File: config.mk
export PLATFORM = sky130hd
export DESIGN_NAME = cfu_simd_mac
export DESIGN_NICKNAME = d
export VERILOG_FILES = /design/src/rtl/cfu_simd_mac.sv
export SDC_FILE = /design/constraint.sdc
export NUM_CORES = 2
export LEC_CHECK = 0
export CAP_MARGIN = 10
export CORE_MARGIN = 2
export CORE_UTILIZATION = 52
export CTS_CLUSTER_DIAMETER = 30
export CTS_CLUSTER_SIZE = 30
export DETAILED_ROUTE_END_ITERATION = 8
export HOLD_SLACK_MARGIN = 0.03
export PLACE_DENSITY = 0.69
export SETUP_SLACK_MARGIN = 0.02
export SLEW_MARGIN = 40
export SYNTH_ARGS = -nofsm -noshare
export SYNTH_HDL_FRONTEND = slang
export SYNTH_SLANG_ARGS = --single-unit
File: constraint.sdc
create_clock -name clk -period 12.3 [get_ports clk]
set_input_delay 2.46 -clock clk [delete_from_list [all_inputs] [get_ports clk]]
set_output_delay 2.46 -clock clk [all_outputs]
set_load 0.02 [all_outputs]
File: src/rtl/cfu_simd_mac.sv
// SIMD multiply-accumulate CFU: offset-adjusted lane products are summed into a
// wrapping accumulator behind a single-command CFU request/response handshake.

module cfu_simd_mac_lane #(
    parameter int LANE_W   = 8,
    parameter int OFFSET_W = 9,
    parameter int ACC_W    = 32
) (
    input  logic [LANE_W-1:0]   lane0,
    input  logic [LANE_W-1:0]   lane1,
    input  logic                uns,
    input  logic [OFFSET_W-1:0] ioff,
    input  logic [OFFSET_W-1:0] foff,
    output logic [ACC_W-1:0]    prod
);
    logic signed [LANE_W:0]  x0, x1;
    logic signed [ACC_W-1:0] a, b;

    assign x0 = {lane0[LANE_W-1] & ~uns, lane0};
    assign x1 = {lane1[LANE_W-1] & ~uns, lane1};

    // The reduced result wraps to ACC_W, so arithmetic modulo 2^ACC_W is exact here.
    assign a    = ACC_W'(x0) + ACC_W'($signed(ioff));
    assign b    = ACC_W'(x1) + ACC_W'($signed(foff));
    assign prod = a * b;
endmodule

module cfu_simd_mac #(
    parameter int LANE_W      = 8,
    parameter int OFFSET_W    = 9,
    parameter int ACC_W       = 32,
    parameter int PIPE_STAGES = 2
) (
    input  logic        clk,
    input  logic        reset,
    input  logic        cmd_valid,
    output logic        cmd_ready,
    input  logic [9:0]  cmd_payload_function_id,
    input  logic [31:0] cmd_payload_inputs_0,
    input  logic [31:0] cmd_payload_inputs_1,
    output logic        rsp_valid,
    input  logic        rsp_ready,
    output logic [31:0] rsp_payload_outputs_0
);
    localparam int LANES = 32 / LANE_W;
    localparam int TAP   = (PIPE_STAGES >= 2) ? PIPE_STAGES - 2 : 0;
    localparam bit SHORT = (PIPE_STAGES == 1);

    typedef enum logic [1:0] {IDLE, EXEC, RESP} state_t;

    typedef struct packed {
        logic [2:0]  f3;
        logic        clr;
        logic        uns;
        logic [31:0] in0;
        logic [31:0] in1;
    } req_t;

    state_t                      state, next;
    req_t                        req_live, req_q, req;
    logic [TAP:0]                vld_pipe;
    logic [ACC_W-1:0]            acc, acc_n, dot;
    logic [OFFSET_W-1:0]         ioff, foff, ioff_n, foff_n;
    logic [31:0]                 res, rsp_data;
    logic [LANES-1:0][ACC_W-1:0] prod;
    logic                        accept, commit;
    logic                        unused_fid;

    function automatic logic [31:0] sext(input logic [ACC_W-1:0] v);
        return 32'($signed(v));
    endfunction

    assign req_live = '{f3:  cmd_payload_function_id[2:0],
                        clr: cmd_payload_function_id[3],
                        uns: cmd_payload_function_id[4],
                        in0: cmd_payload_inputs_0,
                        in1: cmd_payload_inputs_1};
    assign unused_fid = ^cmd_payload_function_id[9:5];

    assign cmd_ready = (state == IDLE) & reset;
    assign rsp_valid = (state == RESP);
    assign rsp_payload_outputs_0 = rsp_data;
    assign accept    = cmd_valid & cmd_ready;

    // A single-stage unit computes straight from the port on the accept edge.
    assign req    = (state == IDLE) ? req_live : req_q;
    assign commit = ((state == EXEC) && vld_pipe[TAP]) || (SHORT && accept);

    for (genvar i = 0; i < LANES; i++) begin : g_lane
        cfu_simd_mac_lane #(.LANE_W(LANE_W), .OFFSET_W(OFFSET_W), .ACC_W(ACC_W)) u_lane (
            .lane0 (req.in0[i*LANE_W +: LANE_W]),
            .lane1 (req.in1[i*LANE_W +: LANE_W]),
            .uns   (req.uns),
            .ioff  (ioff),
            .foff  (foff),
            .prod  (prod[i])
        );
    end

    always_comb begin
        dot = '0;
        for (int i = 0; i < LANES; i++) dot = dot + prod[i];
    end

    always_comb begin
        acc_n  = acc;
        ioff_n = ioff;
        foff_n = foff;
        res    = '0;
        unique case (req.f3)
            3'd0: ioff_n = req.in0[OFFSET_W-1:0];
            3'd1: foff_n = req.in0[OFFSET_W-1:0];
            3'd2: begin
                acc_n = (req.clr ? '0 : acc) + dot;
                res   = sext(acc_n);
            end
            3'd3: res = sext(dot);
            3'd4: begin
                res = sext(acc);
                if (req.clr) acc_n = '0;
            end
            3'd5: acc_n = req.in0[ACC_W-1:0];
            default: res = '1;
        endcase
    end

    always_comb begin
        next = state;
        unique case (state)
            IDLE: if (accept) next = SHORT ? RESP : EXEC;
            EXEC: if (vld_pipe[TAP]) next = RESP;
            RESP: if (rsp_ready) next = IDLE;
            default: next = IDLE;
        endcase
    end

    always_ff @(posedge clk or negedge reset) begin
        if (!reset) begin
            state    <= IDLE;
            vld_pipe <= '0;
            req_q    <= '0;
            acc      <= '0;
            ioff     <= '0;
            foff     <= '0;
            rsp_data <= '0;
        end else begin
            state    <= next;
            vld_pipe <= (vld_pipe << 1) | (TAP + 1)'(accept);
            if (accept) req_q <= req_live;
            if (commit) begin
                acc      <= acc_n;
                ioff     <= ioff_n;
                foff     <= foff_n;
                rsp_data <= res;
            end
        end
    end
endmodule

==> impl_metrics.py <==
metrics = {
    "status": {
        "status": "finished with violations",
        "violations": "setup timing",
    },
    "cts": {
        "numCtsBuffers": 17,
        "clkLatencyLatePin_ns": 0.49,
        "cts_buffer_depth": 2,
        "htreeDepth": 4,
        "cts_tree": "yes",
        "clk_pin_slew_ns": 0.07,
        "root_buffer": "clkbuf_16",
        "ctsHoldBuffers": 0,
        "clock_sinks": 154,
    },
    "routing": {
        "wl_um": 92700,
        "drc": 0,
        "wl_per_cell_um": 20.4,
        "drt_iter0_drc": 1441,
        "drt-pass1-iter-count": 6,
        "ant_nets": 0,
        "vias": 24500,
        "via_per_inst": 5.39,
    },
    "floorplanning": {
        "initial_utilization": 0.527,
        "dieArea_um2": 57700,
        "die_h_um": 240,
        "ios": 112,
        "die_w_um": 240,
        "num_rows": 86,
        "core_area_um2": 55100,
    },
    "logic_synthesis": {
        "yosysSeqAreaShare": 0.133,
        "syn_area_um2": 29000,
        "synth-edff-count": 0,
        "synth_cells": 3022,
        "yosysUniqueCellTypes": 71,
        "synth_area_leaders": "fa_1 (37%), dfrtp_1 (13%), ha_1 (11%)",
        "ys_seq_elements": 154,
        "async_reset_ff_frac": 1.00,
        "yosys.area.top_type_share": 0.366,
        "yosysMostFrequentCell": "inv_1",
        "synth_fp_nets": 3885,
        "yosysWarnings": 0,
        "avgSynthCellArea_um2": 9.60,
        "synth_ff_type": "dfrtp_1",
        "synth_area_leader_cell": "fa_1",
        "synth_common_cells": "inv_1 (621), fa_1 (530), nand2_1 (279), ha_1 (255), nor2_1 (159)",
    },
    "critical_path": {
        "required_ns": 12.66,
        "cp_top_family": "adder cells",
        "path_class": "in -> reg",
        "path_buf_inv": 10,
        "cpPeakStageDelay_ns": 0.59,
        "worst_path_max_delay_cell": "fa_2",
        "reg2reg_from": "state[1]",
        "startpoint_type": "input pin",
        "arrival_ns": 13.18,
        "crit_fanout": 5,
        "end_kind": "flop",
        "startpoint": "cmd_payload_inputs_1[11]",
        "crit_top_cell": "fa_1",
        "rrSetupSlack_ns": 0.61,
    },
    "global_routing": {
        "gr-usage-all-layers": 0.331,
        "grt_pass1_vias": 27200,
        "grt_overflow": 0,
        "grt_pass1_wl_um": 145000,
        "antenna_found_initial": 0,
        "grt_max_degree": 65,
    },
    "timing": {
        "relSlewSlack": 0.438,
        "max_freq_ghz": 0.0780,
        "period_needed_ns": 12.81,
        "hold_viol": 0,
        "fin_skew_ns": 0.0184,
        "period_share": 1.04,
        "grt_setup_unrepaired": "true",
        "worst_pin_slew_ns": 0.843,
        "drv_slew": 0,
        "fin_ws_ns": -0.514,
        "setup_viol_count_final": 24,
    },
    "layout": {
        "final_util": 0.722,
        "nets": 4650,
        "antennaDiodeCount": 0,
        "instances_no_fill": 4547,
        "area_growth_pct": 37.2,
        "fillerInstances": 3908,
        "drive_above_1_share": 0.339,
    },
    "place": {
        "port_buffers": 106,
        "hpwl_um": 74500,
        "dp.cells": 4371,
        "gp_congestion": 0.998,
        "pre_cts_ws_ns": -1.68,
    },
    "worst_hold_path": {
        "min_from": "rsp_payload_outputs_0[13]",
        "min-delay-path-class": "reg -> reg",
    },
    "flow_run": {
        "drv_cap": 0,
    },
}
[metrics by stage]
stage                     TNS [ns]  hold slack, ns  cell area [µm²]
final                        -7.79           0.494            39800
after floorplan             -0.155           0.463            29300
after detailed placement    -50.49           0.484            35400
after global placement      -46.53           0.478            35400
after global routing        -14.85           0.517            39800
after CTS                    -9.41           0.495            38000
[sequential cells by signal, summed over array words and instances, names as in the netlist]
register,count
state,2
rsp_payload_outputs_0,32
ioff,9
foff,9
vld_pipe,1
req_q,69
acc,32
[cells in the final DEF, fill, tap and decap left out, types with 58 or more instances in the layout]
cell,instances
ha_1,192
buf_4,642
mux2_2,98
inv_1,583
a21oi_2,58
dfrtp_1,154
nor2_1,138
a21oi_1,61
nand2_1,259
and2_1,113
fa_1,477
ha_4,60
clkdlybuf4s50_1,76
[final timing paths]
| kind | to | cells past startpoint |
|---|---|---|
| min in group asynchronous | state[1] | 1 |
| setup / recovery | rsp_payload_outputs_0[31] | 45 |
| max in group asynchronous | foff[6] | 2 |
| hold / removal | rsp_payload_outputs_0[13] | 1 |
| hold reg to reg | rsp_payload_outputs_0[13] | 1 |
| setup reg to reg | rsp_payload_outputs_0[31] | 49 |
[cell families (layout without fill, tap and decap cells)]
family          count (synthesis)  after routing  synth area share
flops                         154            154             0.133
mux                           142            142            0.0542
buf+inv                       688           1465            0.0896
simple gates                  721            721             0.118
compound gates                411            411            0.0931
fa+ha+maj                     785            785             0.476
xor+xnor                      121            121            0.0365
[layout make-up]
class	instances	area, µm²	share of cell area
well taps	748	936	0.0235
flip-flops and latches	154	3850	0.0968
multi-input cells	2180	25300	0.635
clock inverters	14	198	0.00497
repair buffers	812	6790	0.171
clock buffers	17	425	0.0107
inverters	622	2340	0.0588
[metal layers]
| metal | part of all wire | GRT usage | wire, µm |
|---|---|---|---|
| met1 | 0.40 | 0.411 | 36900 |
| met2 | 0.50 | 0.572 | 46400 |
| met3 | 0.054 | 0.0499 | 5050 |
| met4 | 0.047 | 0.150 | 4400 |
| met5 | 0 | 0 | 0 |
[timing repair]
| action | 4_1_cts | 5_1_grt |
|---|---|---|
| pin swaps | 227 | 285 |
| setup endpoints to repair | 42 | 43 |
| buffers inserted | 86 | 69 |
| cloned | 1 | 0 |
| gates resized for setup | 271 | 292 |
Power is left out: the tool's default activity adds up to more than one toggle a clock period on the data nets, which glitch-free logic cannot reach.
